`src/rtl/tff_counter_ctrl_pkg.sv`:
```
// Shared definitions for the T flip-flop counter controller.
// Provides the FSM state encoding, count-direction constants and the
// default counter width used by the interface and the top module.
package tff_ctrl_pkg;

  // Default counter / register width in bits
  localparam int DEF_W = 4;

  // Count direction as seen on the dir input
  localparam logic DIR_UP = 1'b0;
  localparam logic DIR_DN = 1'b1;

  typedef enum logic [1:0] {
    IDLE = 2'b00,
    RUN  = 2'b01,
    HOLD = 2'b10,
    DONE = 2'b11
  } state_t;

endpackage

```
`src/rtl/tff_counter_ctrl_if.sv`:
```
// Control/status bundle between a sequencing master and tff_counter_ctrl.
// master drives start/stop/dir/one_shot/limit/load_en/load_val and observes
// q/busy/done/tc; slave (the controller) is the mirror image.
interface tff_counter_ctrl_if #(
  parameter int W = tff_ctrl_pkg::DEF_W
);
  import tff_ctrl_pkg::*;

  logic         start;
  logic         stop;
  logic         dir;
  logic         one_shot;
  logic [W-1:0] limit;
  logic         load_en;
  logic [W-1:0] load_val;
  logic [W-1:0] q;
  logic         busy;
  logic         done;
  logic         tc;

  modport master (
    output start, stop, dir, one_shot, limit, load_en, load_val,
    input  q, busy, done, tc
  );

  modport slave (
    input  start, stop, dir, one_shot, limit, load_en, load_val,
    output q, busy, done, tc
  );

endinterface

```
`src/rtl/tff_counter_ctrl_cell.sv`:
```
// Single T flip-flop cell of the counter register.
// Ports: clk (falling-edge clock), clr (async active-low clear),
// t (toggle enable), q (stored bit). q_next = q ^ t.
module tff_cell (
  input  logic clk,
  input  logic clr,
  input  logic t,
  output logic q
);

  always_ff @(negedge clk or negedge clr) begin
    if (!clr) begin
      q <= 1'b0;
    end else begin
      q <= q ^ t;
    end
  end

endmodule

```
`src/rtl/tff_counter_ctrl.sv`:
```
// Sequencing controller driving a W-bit register of T flip-flop cells as a
// modulo up/down counter with load, run/hold/stop and one-shot/continuous mode.
// Ports: clk (falling-edge clock), clr (async active-low reset), bus (slave
// modport: control inputs in, q/busy/done/tc out).
module tff_counter_ctrl #(
  parameter int W = tff_ctrl_pkg::DEF_W
) (
  input  logic               clk,
  input  logic               clr,
  tff_counter_ctrl_if.slave  bus
);
  import tff_ctrl_pkg::*;

  state_t       state;
  logic         tc_q;
  logic [W-1:0] q;
  logic [W-1:0] t;
  logic [W-1:0] up_t;
  logic [W-1:0] dn_t;
  logic [W-1:0] lo_mask;
  logic [W-1:0] restart_val;
  logic         at_term;

  // The register itself: one T cell per bit, toggled by t
  for (genvar i = 0; i < W; i++) begin : g_cell
    tff_cell u_cell (
      .clk (clk),
      .clr (clr),
      .t   (t[i]),
      .q   (q[i])
    );
  end

  // Terminal value: limit when counting up, zero when counting down
  assign at_term     = (bus.dir == DIR_UP) ? (q == bus.limit) : (q == '0);
  assign restart_val = (bus.dir == DIR_UP) ? '0 : bus.limit;

  // Ripple toggle terms: bit i toggles when every lower bit is 1 (up)
  // or every lower bit is 0 (down). Bit 0 always toggles.
  always_comb begin
    up_t    = '0;
    dn_t    = '0;
    lo_mask = '0;
    for (int i = 0; i < W; i++) begin
      lo_mask = W'((1 << i) - 1);
      up_t[i] = &(q | ~lo_mask);
      dn_t[i] = &(~q | ~lo_mask);
    end
  end

  // Toggle vector. Loads and restarts are expressed as q ^ target so the
  // T cells land on the target value in one edge.
  always_comb begin
    t = '0;
    case (state)
      IDLE, HOLD: begin
        if (!bus.stop && !bus.start && bus.load_en) begin
          t = q ^ bus.load_val;
        end
      end
      RUN: begin
        if (!bus.stop) begin
          if (!at_term) begin
            t = (bus.dir == DIR_UP) ? up_t : dn_t;
          end else if (!bus.one_shot) begin
            // Wrap: up lands on 0, down lands on limit (q is 0 here)
            t = q ^ restart_val;
          end
        end
      end
      DONE: begin
        if (bus.start && !bus.stop) begin
          t = q ^ restart_val;
        end else if (bus.load_en) begin
          t = q ^ bus.load_val;
        end
      end
      default: t = '0;
    endcase
  end

  // FSM and registered terminal-count pulse
  always_ff @(negedge clk or negedge clr) begin
    if (!clr) begin
      state <= IDLE;
      tc_q  <= 1'b0;
    end else begin
      tc_q <= 1'b0;
      case (state)
        IDLE, HOLD: begin
          if (!bus.stop && bus.start) begin
            state <= RUN;
          end
        end
        RUN: begin
          if (bus.stop) begin
            state <= HOLD;
          end else if (at_term) begin
            tc_q <= 1'b1;
            if (bus.one_shot) begin
              state <= DONE;
            end
          end
        end
        DONE: begin
          if (bus.start && !bus.stop) begin
            state <= RUN;
          end else if (bus.load_en) begin
            state <= IDLE;
          end
        end
        default: state <= IDLE;
      endcase
    end
  end

  assign bus.q    = q;
  assign bus.busy = (state == RUN);
  assign bus.done = (state == DONE);
  assign bus.tc   = tc_q;

endmodule

```
`src/flat_wrapper.sv`:
```
// flat-port wrapper written by rule: the top's interface ports become plain ports
module tff_counter_ctrl_flat import tff_ctrl_pkg::*;
#(
  parameter int W = tff_ctrl_pkg::DEF_W
)
  (clk, clr, bus_start, bus_stop, bus_dir, bus_one_shot, bus_limit, bus_load_en, bus_load_val, bus_q, bus_busy, bus_done, bus_tc);
  tff_counter_ctrl_if #(.W(W)) bus_i ();
  input  logic clk;
  input  logic clr;
  input wire logic [$bits(bus_i.start)-1:0] bus_start;
  input wire logic [$bits(bus_i.stop)-1:0] bus_stop;
  input wire logic [$bits(bus_i.dir)-1:0] bus_dir;
  input wire logic [$bits(bus_i.one_shot)-1:0] bus_one_shot;
  input wire logic [$bits(bus_i.limit)-1:0] bus_limit;
  input wire logic [$bits(bus_i.load_en)-1:0] bus_load_en;
  input wire logic [$bits(bus_i.load_val)-1:0] bus_load_val;
  output wire logic [$bits(bus_i.q)-1:0] bus_q;
  output wire logic [$bits(bus_i.busy)-1:0] bus_busy;
  output wire logic [$bits(bus_i.done)-1:0] bus_done;
  output wire logic [$bits(bus_i.tc)-1:0] bus_tc;
  assign bus_i.start = bus_start;
  assign bus_i.stop = bus_stop;
  assign bus_i.dir = bus_dir;
  assign bus_i.one_shot = bus_one_shot;
  assign bus_i.limit = bus_limit;
  assign bus_i.load_en = bus_load_en;
  assign bus_i.load_val = bus_load_val;
  assign bus_q = bus_i.q;
  assign bus_busy = bus_i.busy;
  assign bus_done = bus_i.done;
  assign bus_tc = bus_i.tc;
  tff_counter_ctrl #(.W(W)) u_core (.clk(clk), .clr(clr), .bus(bus_i));
endmodule
```
`config.mk`:
```
export PLATFORM = sky130hd
export DESIGN_NAME = tff_counter_ctrl_flat
export DESIGN_NICKNAME = d
export VERILOG_FILES = /design/src/rtl/tff_counter_ctrl_pkg.sv /design/src/rtl/tff_counter_ctrl_if.sv /design/src/rtl/tff_counter_ctrl_cell.sv /design/src/rtl/tff_counter_ctrl.sv /design/src/flat_wrapper.sv
export SDC_FILE = /design/constraint.sdc
export NUM_CORES = 1
export LEC_CHECK = 0
export CAP_MARGIN = 20
export CORE_MARGIN = 1.5
export CORE_UTILIZATION = 41
export CTS_CLUSTER_DIAMETER = 200
export CTS_CLUSTER_SIZE = 14
export DETAILED_ROUTE_END_ITERATION = 10
export GPL_ROUTABILITY_DRIVEN = 0
export PLACE_DENSITY = 0.75
export SLEW_MARGIN = 15
export SYNTH_ARGS = -nofsm -noshare
export SYNTH_HDL_FRONTEND = slang
export SYNTH_HIERARCHICAL = 1
export SYNTH_SLANG_ARGS = --single-unit
```
`constraint.sdc`:
```
create_clock -name clk -period 1.68 [get_ports clk]
set_clock_uncertainty 0.2 [all_clocks]
set_input_delay 0.336 -clock clk [delete_from_list [all_inputs] [get_ports clk]]
set_output_delay 0.336 -clock clk [all_outputs]
set_load 0.05 [all_outputs]
```
==> results.md, run 1 <==
- Number of cells on the worst hold path: 2
- Die Span X: 44.45 um
- Type of element launching the critical path: input port
- Rows: 14
- Unrepaired setup endpoints after global routing: yes
- Maximum number of pins on one net before global-route repair: 13
- Syn nets: 99
- Aggregate routed wire length: 3179 um
- Antenna-violating nets left: 0
- Sequence of cells on the critical path: buf_8, nor2b_4, a2111o_1, buf_4, o22ai_2, a31oi_1, o21ai_1, xor2_1
- 1st-iter DRT viols: 45
- Netlist Area Pre-Place: 704.4 um2
- Setup slack of the critical path after layout: -0.9260 ns
- Fraction of the yosys area taken by sequential cells: 0.2487
- Crit path largest cell delay: 0.45 ns
- Final max-slew violation count: 0
- Violations in the final reports: design-rule violations, negative setup slack
- Final hold vios: 0
- Total global routing overflow: 0
- Hold buffer count at CTS: 0
- Compound-Gate Fraction of Synth Area: 0.2504
- Overall Global Routing Usage: 0.2733
- PortBufs: 21
- Max-cap violations: 0
- Worst vdd rail ir drop: 1.331 mV
- Area share of and/or/nand/nor cells after synthesis: 0.2256
- Mux share of post-synthesis cell area: 0
- Most frequent standard cell in the layout excluding fill and tap cells: sky130_fd_sc_hd__buf_4
- Clock tree from TritonCTS: done
- Synth Register Bits: 7
- Pre-CTS setup slack: -1.381 ns
- Initial Util: 0.4518
- Total number of vias: 920
- Layout cell share with drive strength beyond 1: 0.5606
- Static Leakage: 0.0006194 uW
- Antenna violations before repair: 0
- Net count reported at finish: 148
- Final Instance Area: 1408 um2
- Via-per-instance ratio: 6.216
- Clock root buffer master: sky130_fd_sc_hd__clkbuf_4
- Clock slew seen by the registers of the worst setup and hold paths: 0.04 ns
- Largest family of logic cells by synthesized area: compound AO/OA/AOI/OAI gates
- Worst-Margin Slew: 0.3868 ns
- Full die area: 1976 um2
- Total half-perimeter wirelength after legalization and detailed placement: 1560 um
- Cell Area, Placed: 1167 um2
- Class of the most critical setup path: in2reg
- Vias in the first global route: 873
- Iteration count of the initial detailed-routing pass: 7
- Final routed DRC violation total: 2
- Number of warnings reported in the yosys synthesis log: 6
- Synthesis-to-finish area growth: 99.82%
- Gate count of the mapped netlist: 84
- Max Buffers Root-to-Sink: 2
- CP Capture Type: register
- Data required time of the worst path: 0.72 ns
- Number of antenna diodes: 0
- Vertical extent of the die: 44.45 um
- Critical-path top delay cell: sky130_fd_sc_hd__a2111o_1
- CTS H-tree depth: 1
- Worst slew margin relative to its limit: 0.7394
- Worst Hold Class: reg2reg
- Synth cell types: 30
- Number of endpoints failing setup at the final stage: 13
- CP arrival: 1.65 ns
- Number of sinks driven by the clock tree: 7
- Largest driver fanout on the critical path: 5
- XOR/XNOR Fraction of Synth Area: 0.1989
- Total I/O pin count: 22
- Insertion delay of the later-clocked pin in the worst-skew pair: 0.26 ns
- Num CTS Buffers: 3
- Most used cells in the layout excluding fill and tap cells: 23 x sky130_fd_sc_hd__buf_4, 8 x sky130_fd_sc_hd__buf_12, 8 x sky130_fd_sc_hd__nand2_1
- Run status: complete, but fails checks
- Core Footprint: 1559 um2
- Total power per unit cell area: 1454 nW/um2
- Adder-Cell Fraction of Synth Area: 0
- Per-cell routed wire length: 21.48 um
- Wire length of the first global-routing pass: 3850 um
- R2R depth: 8
- Average cell area after synthesis: 8.386 um2
- Overall power of the completed layout: 2046 uW
## flip-flops by register name (all words and copies together), names as in the netlist
register / count
u_core/g_cell.u_cell/q: 4
u_core/bus.tc: 1
u_core/state: 2
## critical path, delay by kind of cell
family | cells | cell delay [ns]
simple gates | 1 | 0.11
compound gates | 4 | 0.79
buf+inv | 2 | 0.28
xor+xnor | 1 | 0.13
## layer usage
layer  share of wire  global-route usage
met5               0                   0
met4           0.043              0.1030
met3           0.066             0.08571
met1            0.39              0.3123
met2            0.50              0.4735
## final cells by class
type	count	area (um2)
inverters	7	26.28
multi-input cells	67	654.4
fillers	64	151.4
clock buffers	4	26.28
repair buffers	47	505.5
flip-flops and latches	7	175.2
well taps	16	20.02
## through the flow
step,std cells,setup TNS [ns],util,hold WS (ns)
final,148,-8.478,0.9029,0.4532
after global routing,148,-8.695,0.9029,0.4810
after CTS,145,-7.853,0.8427,0.4436
after detailed placement,137,-10.64,0.7488,0.3716
after global placement,137,-10.45,0.7488,0.3551
after floorplan,84,-6.790,-,0.2998
## worst paths after layout
| path | from | end | slack (ns) |
|---|---|---|---|
| max | bus_stop | u_core/g_cell[1].u_cell/q | -0.93 |
| min | u_core/g_cell[3].u_cell/q | u_core/g_cell[3].u_cell/q | 0.45 |
| max reg2reg | u_core/state[1] | u_core/g_cell[1].u_cell/q | -0.55 |
| min reg2reg | u_core/g_cell[3].u_cell/q | u_core/g_cell[3].u_cell/q | 0.45 |
| max in group asynchronous | clr | u_core/g_cell[1].u_cell/q | 0.23 |
| min in group asynchronous | clr | u_core/state[1] | 0.93 |
## Yosys cell counts
| master | number | share of area |
|---|---|---|
| sky130_fd_sc_hd__a31o_1 | 1 | 0.012 |
| sky130_fd_sc_hd__nor2b_1 | 3 | 0.027 |
| sky130_fd_sc_hd__a2bb2oi_1 | 1 | 0.012 |
| sky130_fd_sc_hd__nor2_1 | 4 | 0.021 |
| sky130_fd_sc_hd__o22ai_1 | 3 | 0.027 |
| sky130_fd_sc_hd__nor2b_4 | 1 | 0.020 |
| sky130_fd_sc_hd__o221ai_1 | 2 | 0.025 |
| sky130_fd_sc_hd__a2111o_1 | 1 | 0.016 |
| sky130_fd_sc_hd__a31oi_1 | 3 | 0.027 |
| sky130_fd_sc_hd__nand2b_1 | 2 | 0.018 |
| sky130_fd_sc_hd__dfrtn_1 | 7 | 0.25 |
| sky130_fd_sc_hd__o21ai_1 | 1 | 0.0071 |
| sky130_fd_sc_hd__buf_2 | 1 | 0.0071 |
| sky130_fd_sc_hd__nand3_2 | 1 | 0.014 |
| sky130_fd_sc_hd__nor4b_4 | 1 | 0.034 |
| sky130_fd_sc_hd__xnor2_1 | 9 | 0.11 |
| sky130_fd_sc_hd__a2111oi_1 | 1 | 0.014 |
| sky130_fd_sc_hd__o21ai_4 | 1 | 0.023 |
| sky130_fd_sc_hd__nand3_1 | 1 | 0.0071 |
| sky130_fd_sc_hd__xor2_1 | 7 | 0.087 |
| sky130_fd_sc_hd__o311ai_1 | 1 | 0.012 |
| sky130_fd_sc_hd__inv_1 | 7 | 0.037 |
| sky130_fd_sc_hd__and2_1 | 2 | 0.018 |
| sky130_fd_sc_hd__o21ai_0 | 5 | 0.036 |
| sky130_fd_sc_hd__buf_6 | 2 | 0.032 |
| sky130_fd_sc_hd__o2bb2ai_1 | 1 | 0.012 |
| sky130_fd_sc_hd__nand2_1 | 10 | 0.053 |
| sky130_fd_sc_hd__a21oi_1 | 2 | 0.014 |
| sky130_fd_sc_hd__o21ai_2 | 1 | 0.012 |
| sky130_fd_sc_hd__nor3_1 | 2 | 0.014 |
## repair_timing
item | in CTS | in global routing
gates resized for setup | 58 | 16
pin swaps | 12 | 8
setup endpoints to repair | 14 | 14
buffers inserted | 4 | 3
## report_power, final
group | switching, uW | internal, uW
Sequential | 68.4 | 235
Clock | 56.9 | 90.3
Combinational | 856 | 739
## cell families after synthesis
group,after synthesis
flip-flops,7
buffers and inverters,10
AND/OR/NAND/NOR,27
AO/OA/AOI/OAI,24
XOR/XNOR,16
Note: power is estimated with default switching activity, not from simulation.
==> run 2, diff against run 1 <==
--- a/config.mk
+++ b/config.mk
@@ -8,4 +8,5 @@
 export CAP_MARGIN = 20
+export CORE_ASPECT_RATIO = 0.7
 export CORE_MARGIN = 1.5
-export CORE_UTILIZATION = 41
+export CORE_UTILIZATION = 43
 export CTS_CLUSTER_DIAMETER = 200
@@ -14,3 +15,3 @@
 export GPL_ROUTABILITY_DRIVEN = 0
-export PLACE_DENSITY = 0.75
+export PLACE_DENSITY = 0.74
 export SLEW_MARGIN = 15
@@ -18,3 +19,2 @@
 export SYNTH_HDL_FRONTEND = slang
-export SYNTH_HIERARCHICAL = 1
 export SYNTH_SLANG_ARGS = --single-unit
--- a/constraint.sdc
+++ b/constraint.sdc
@@ -4,2 +4,2 @@
 set_output_delay 0.336 -clock clk [all_outputs]
-set_load 0.05 [all_outputs]
+set_load 0.005 [all_outputs]
==> results.md, run 2 <==
- 1st-iter DRT viols: 33 (-27%)
- Total I/O pin count: 22 (unchanged)
- Aggregate routed wire length: 3152 um (-0.85%)
- Number of warnings reported in the yosys synthesis log: 0 (-6)
- Vias in the first global route: 975 (+12%)
- Net count reported at finish: 176 (+19%)
- Run status: complete, but fails checks
- Total half-perimeter wirelength after legalization and detailed placement: 1981 um (+27%)
- Core occupancy in the finished layout: 0.8031 (-0.09984)
- Total number of vias: 1060 (+15%)
- Iteration count of the initial detailed-routing pass: 4 (-3)
- Insertion delay of the later-clocked pin in the worst-skew pair: 0.27 ns (about the same)
- Initial Util: 0.4615 (+0.009692)
- Buf/Inv on CP: 1 (-1)
- PortBufs: 21 (unchanged)
- Number of sinks driven by the clock tree: 7 (unchanged)
- Overall Global Routing Usage: 0.2489 (-0.02434)
- Clock root buffer master: sky130_fd_sc_hd__clkbuf_4
- Synth Register Bits: 7 (unchanged)
- Largest driver fanout on the critical path: 3 (-2)
- Worst slew margin relative to its limit: 0.8220 (+0.08259)
- Pre-CTS setup slack: -1.447 ns (-0.06576 ns)
- Final routed DRC violation total: 0 (-2)
- Crit path largest cell delay: 0.42 ns (-0.03 ns)
- Post-synth EDFFs: 0 (unchanged)
- Static Leakage: 0.0006916 uW (+12%)
- Most frequent standard cell in the layout excluding fill and tap cells: sky130_fd_sc_hd__buf_4
- Reg with most FFs: u_core.g_cell.u_cell.q
- Sequence of cells on the critical path: and2b_2, buf_2
- Die Span X: 56.79 um (+28%)
- Layout cell share with drive strength beyond 1: 0.5500 (-0.01061)
- Wire length of the first global-routing pass: 4112 um (+6.8%)
- Synth cell types: 37 (+23%)
- Synthesis-to-finish area growth: 73.99%
- Number of endpoints failing setup at the final stage: 14 (+1)
- Average cell area after synthesis: 8.215 um2 (-2.0%)
- Top cells by area, synth: sky130_fd_sc_hd__dfrtn_1 20%, sky130_fd_sc_hd__clkbuf_8 6.3%, sky130_fd_sc_hd__xnor2_1 6.0%
- Full die area: 2308 um2 (+17%)
- Gate count of the mapped netlist: 106 (+26%)
- Violations in the final reports: negative setup slack
- Most used standard cell by instance count after synthesis: sky130_fd_sc_hd__nand2_1
- CP arrival: 1.89 ns (+0.24 ns)
- Most instantiated flip-flop cell in the synthesis netlist: sky130_fd_sc_hd__dfrtn_1
- Via-per-instance ratio: 5.824 (-6.3%)
- Fraction of the yosys area taken by sequential cells: 0.2011 (-0.04752)
- Syn nets: 121 (+22%)
- Num CTS Buffers: 3 (unchanged)
- Core Footprint: 1887 um2 (+21%)
- Yosys top cell area share: 0.2011 (-0.04752)
- Most used cells in the layout excluding fill and tap cells: 31 x sky130_fd_sc_hd__buf_4, 12 x sky130_fd_sc_hd__nand2_1, 12 x sky130_fd_sc_hd__buf_6
- Clock slew seen by the registers of the worst setup and hold paths: 0.04 ns (about the same)
- Per-cell routed wire length: 17.32 um (-19%)
- Data required time of the worst path: 1.14 ns (+0.42 ns)
- CTS H-tree depth: 1 (unchanged)
- Number of antenna diodes: 0 (unchanged)
- Worst-Margin Slew: 0.2648 ns (-0.1221 ns)
- Family with the most delay on the worst path: flip-flops
- Max Buffers Root-to-Sink: 2 (unchanged)
- Antenna violations before repair: 0 (unchanged)
- Final hold vios: 0 (unchanged)
- Vertical extent of the die: 40.65 um (-8.5%)
- Max reg flops: 4 (unchanged)
- Class of the most critical setup path: reg2out
- Final max-slew violation count: 0 (unchanged)
- Worst vdd rail ir drop: 0.9055 mV (-32%)
- Library cell with the largest summed area after synthesis: sky130_fd_sc_hd__dfrtn_1
- Maximum number of pins on one net before global-route repair: 13 (unchanged)
- Netlist Area Pre-Place: 870.8 um2 (+24%)
- Unrepaired setup endpoints after global routing: yes
- Total global routing overflow: 0 (unchanged)
- Max-cap violations: 0 (unchanged)
- Final-layout fill cell count: 116 (+81%)
- Type of element launching the critical path: register
- Rows: 13 (-1)
- Top cells by instance count after synthesis: 13 x sky130_fd_sc_hd__nand2_1, 12 x sky130_fd_sc_hd__nor2_1, 8 x sky130_fd_sc_hd__a21oi_1, 7 x sky130_fd_sc_hd__dfrtn_1, 6 x sky130_fd_sc_hd__xnor2_1
- Clock tree from TritonCTS: done
- Total power per unit cell area: 1313 nW/um2 (-9.7%)
- Setup slack of the critical path after layout: -0.7422 ns (+0.1838 ns)
- Worst Hold Class: reg2reg
- Critical-path top delay cell: sky130_fd_sc_hd__dfrtn_1
- FFs w/ async S/R, synth: 1.000 (unchanged)
- Antenna-violating nets left: 0 (unchanged)
- CP Capture Type: output port
run 2: cell count changes after synthesis, moves of 3 or more:
| cell | before | now |
|---|---|---|
| sky130_fd_sc_hd__inv_1 | 7 | 3 |
| sky130_fd_sc_hd__mux2i_1 | 0 | 3 |
| sky130_fd_sc_hd__a21oi_1 | 2 | 8 |
| sky130_fd_sc_hd__nand2_1 | 10 | 13 |
| sky130_fd_sc_hd__clkbuf_8 | 0 | 4 |
| sky130_fd_sc_hd__buf_4 | 0 | 4 |
| sky130_fd_sc_hd__xnor2_1 | 9 | 6 |
| sky130_fd_sc_hd__nor2_1 | 4 | 12 |
run 2: per-layer routing:
layer / vias up / part of all wire / GRT usage
met5: - / 0 / 0
met4: 0 / 0.063 / 0.1105
met3: 27 / 0.079 / 0.05994
met2: 66 / 0.51 / 0.4826
met1: 488 / 0.35 / 0.2753
li1: 479 / - / -
run 2: path summary, 6_finish.rpt:
check | from | end | slack (ns) | cells after the start
min in group asynchronous | clr | u_core.state[1] | 0.90 | 2
hold reg to reg | u_core.g_cell[0].u_cell.q | u_core.g_cell[0].u_cell.q | 0.53 | 2
hold / removal | u_core.g_cell[0].u_cell.q | u_core.g_cell[0].u_cell.q | 0.53 | 2
setup / recovery | u_core.state[1] | bus_busy | -0.74 | 2
setup reg to reg | u_core.g_cell[1].u_cell.q | u_core.g_cell[1].u_cell.q | -0.47 | 8
max in group asynchronous | clr | u_core.g_cell[2].u_cell.q | 0.25 | 2
run 2: what timing repair did:
item	in CTS	in global routing
gates resized for setup	89	16
setup endpoints to repair	14	14
hold buffers	0	0
pin swaps	19	9
buffers inserted	6	3
run 2: worst register-to-register path: cells and delay by family (launching register included):
family          cells  cell delay [ns]
compound gates      3             0.55
xor+xnor            2             0.33
flops               1             0.42
simple gates        1             0.16
buf+inv             2             0.33
run 2: cell type report:
type / instances / area [um2] / area share
inverter: 3 / 11.26 / 0.007432
sequential: 7 / 175.2 / 0.1156
tap: 22 / 27.53 / 0.01817
multi-input combinational: 87 / 750.7 / 0.4955
clock buffer: 4 / 26.28 / 0.01734
timing repair buffer: 59 / 524.3 / 0.3460
run 2: where the power goes:
part	switching [uW]	internal [uW]	total (uW)
combinational	754	793	1550
sequential	41.1	237	279
clock	72.5	91.3	164
run 2: cell families after synthesis:
family / count (synthesis) / share of synthesized area
AND/OR/NAND/NOR: 46 / 0.2960
buffers and inverters: 12 / 0.1236
flip-flops: 7 / 0.2012
multiplexers: 3 / 0.03448
XOR/XNOR: 11 / 0.1106
AO/OA/AOI/OAI: 27 / 0.2342
run 2: per-stage QoR:
step	instances	power (uW)	hold slack, ns	instance area, um2	TNS, ns
6_report	182	1989	0.5274	1515	-7.563
5_1_grt	182	2123	0.5541	1515	-8.144
4_1_cts	179	1803	0.5133	1415	-7.399
3_5_place_dp	169	1559	0.5072	1306	-13.51
3_3_place_gp	169	1512	0.4659	1306	-13.27
2_1_floorplan	106	1166	0.3497	945.9	-5.773
==> run 3, diff against run 2 <==
- TNS_END_PERCENT: unset -> 5
==> results.md, run 3 (synthesis results as in run 2) <==
- GR peak layer: met2
- Full die area: 2308 um2 (unchanged)
- Clock slew seen by the registers of the worst setup and hold paths: 0.05 ns (about the same)
- Most frequent standard cell in the layout excluding fill and tap cells: sky130_fd_sc_hd__buf_4
- Net count reported at finish: 173 (-1.7%)
- PortBufs: 21 (unchanged)
- Number of endpoints failing setup at the final stage: 14 (unchanged)
- Clock root buffer master: sky130_fd_sc_hd__clkbuf_4
- Wire length of the first global-routing pass: 3864 um (-6.0%)
- Total I/O pin count: 22 (unchanged)
- Static Leakage: 0.0006683 uW (-3.4%)
- Setup slack of the critical path after layout: -0.7206 ns (+0.02159 ns)
- Unrepaired setup endpoints after global routing: yes
- Placed instance count: 169 (unchanged)
- CP Capture Type: output port
- Violations in the final reports: negative setup slack
- Largest driver fanout on the critical path: 2 (-1)
- Final routed DRC violation total: 0 (unchanged)
- Critical-path top delay cell: sky130_fd_sc_hd__dfrtn_1
- Vias in the first global route: 858 (-12%)
- CP arrival: 1.86 ns (-0.03 ns)
- Grt met2 use: 0.4738 (-0.008721)
- Iteration count of the initial detailed-routing pass: 4 (unchanged)
- Type of element launching the critical path: register
- Antenna violations before repair: 0 (unchanged)
- Worst Hold Class: reg2reg
- Worst-Margin Slew: 0.2866 ns (+0.02177 ns)
- Max reg flops: 4 (unchanged)
- Class of the most critical setup path: reg2out
- Num CTS Buffers: 3 (unchanged)
- Max-cap violations: 0 (unchanged)
- Total half-perimeter wirelength after legalization and detailed placement: 1903 um (-3.9%)
- Via-per-instance ratio: 5.402 (-7.2%)
- Antenna-violating nets left: 0 (unchanged)
- Number of sinks driven by the clock tree: 7 (unchanged)
- Maximum number of pins on one net before global-route repair: 15 (+2)
- Initial Util: 0.4615 (unchanged)
- Aggregate routed wire length: 2695 um (-14%)
- Data required time of the worst path: 1.14 ns (about the same)
- Worst vdd rail ir drop: 0.9502 mV (+4.9%)
- Final max-slew violation count: 0 (unchanged)
- Synthesis-to-finish area growth: 61.93%
- Non-Filler Instances: 179 (-1.6%)
- Pre-CTS setup slack: -1.425 ns (+0.02178 ns)
- Sequence of cells on the critical path: buf_4, and2_4, buf_6
- Total negative slack for setup checks: -7.700 ns (-0.1372 ns)
- 1st-iter DRT viols: 33 (unchanged)
- Max Buffers Root-to-Sink: 2 (unchanged)
- Per-cell routed wire length: 15.06 um (-13%)
- Final hold vios: 0 (unchanged)
- GR met3 Demand/Resource: 0.05678 (-0.003155)
- CTS H-tree depth: 1 (unchanged)
- Number of antenna diodes: 0 (unchanged)
- Core Footprint: 1887 um2 (unchanged)
- Total number of vias: 967 (-8.8%)
- Die Span X: 56.79 um (unchanged)
- Clock tree from TritonCTS: done
- Total power per unit cell area: 1253 nW/um2 (-4.6%)
- Most used cells in the layout excluding fill and tap cells: 29 x sky130_fd_sc_hd__buf_4, 13 x sky130_fd_sc_hd__nand2_1, 10 x sky130_fd_sc_hd__nor2_1, 10 x sky130_fd_sc_hd__buf_6, 8 x sky130_fd_sc_hd__a21oi_1
- Reg with most FFs: u_core.g_cell.u_cell.q
- Crit path largest cell delay: 0.40 ns (-0.02 ns)
- Vertical extent of the die: 40.65 um (unchanged)
- Worst slew margin relative to its limit: 0.8073 (-0.01464)
- Run status: complete, but fails checks
- Insertion delay of the later-clocked pin in the worst-skew pair: 0.28 ns (about the same)
- Hold buffer count at CTS: 0 (unchanged)
- Rows: 13 (unchanged)
- Total global routing overflow: 0 (unchanged)
- Min Hold Slack: 0.4874 ns (-0.03996 ns)
- Overall Global Routing Usage: 0.2366 (-0.01229)
- Global routing usage on met1: 0.2689 (-0.006395)
- Layout cell share with drive strength beyond 1: 0.4968 (-0.05318)
-- run 3: what timing repair did --
| action | in CTS | in global routing |
|---|---|---|
| buffers inserted | 6 | 0 |
| endpoints found under the setup margin | 14 | 14 |
| gates resized for setup | 86 | 6 |
| pin swaps | 18 | 5 |
-- run 3: critical path: cells and delay by family (launching register included) --
kind	cells	cell delay (ns)
flip-flops	1	0.40
buffers and inverters	2	0.20
AND/OR/NAND/NOR	1	0.14
-- run 3: worst paths after layout --
check / startpoint / end / slack (ns) / depth (start not counted)
hold reg to reg: u_core.g_cell[0].u_cell.q / u_core.g_cell[0].u_cell.q / 0.49 / 2
max in group asynchronous: clr / u_core.g_cell[0].u_cell.q / 0.23 / 2
setup / recovery: u_core.state[0] / bus_done / -0.72 / 3
min in group asynchronous: clr / u_core.g_cell[3].u_cell.q / 0.91 / 2
hold / removal: u_core.g_cell[0].u_cell.q / u_core.g_cell[0].u_cell.q / 0.49 / 2
setup reg to reg: u_core.g_cell[1].u_cell.q / u_core.g_cell[1].u_cell.q / -0.29 / 7
-- run 3: through the flow --
step,instance area [um2],power [uW],utilization
6_report,1410,1766,0.7473
5_1_grt,1410,1872,0.7473
4_1_cts,1389,1717,0.7361
3_5_place_dp,1242,1432,0.6585
3_3_place_gp,1242,1398,0.6585
2_1_floorplan,870.8,1064,-
-- run 3: cell type report --
| type | count | area, um2 |
|---|---|---|
| flip-flops and latches | 7 | 175.2 |
| fillers | 142 | 476.7 |
| clock buffers | 4 | 26.28 |
| inverters | 3 | 11.26 |
| multi-input cells | 87 | 694.4 |
| well taps | 22 | 27.53 |
| repair buffers | 56 | 475.5 |
-- run 3: power breakdown --
part	total (uW)	leakage, uW	internal (uW)	switching, uW
clock	170	0.0000150	91.7	78.0
combinational	1330	0.000568	677	651
sequential	269	0.0000853	237	32.1
total	1770	0.000668	1010	761
-- run 3: routing by layer --
| layer | vias up | wire (um) |
|---|---|---|
| met1 | 456 | 1112 |
| met2 | 35 | 1349 |
| met4 | 0 | 34 |
| met3 | 4 | 199 |
| li1 | 472 | - |
| met5 | - | 0 |
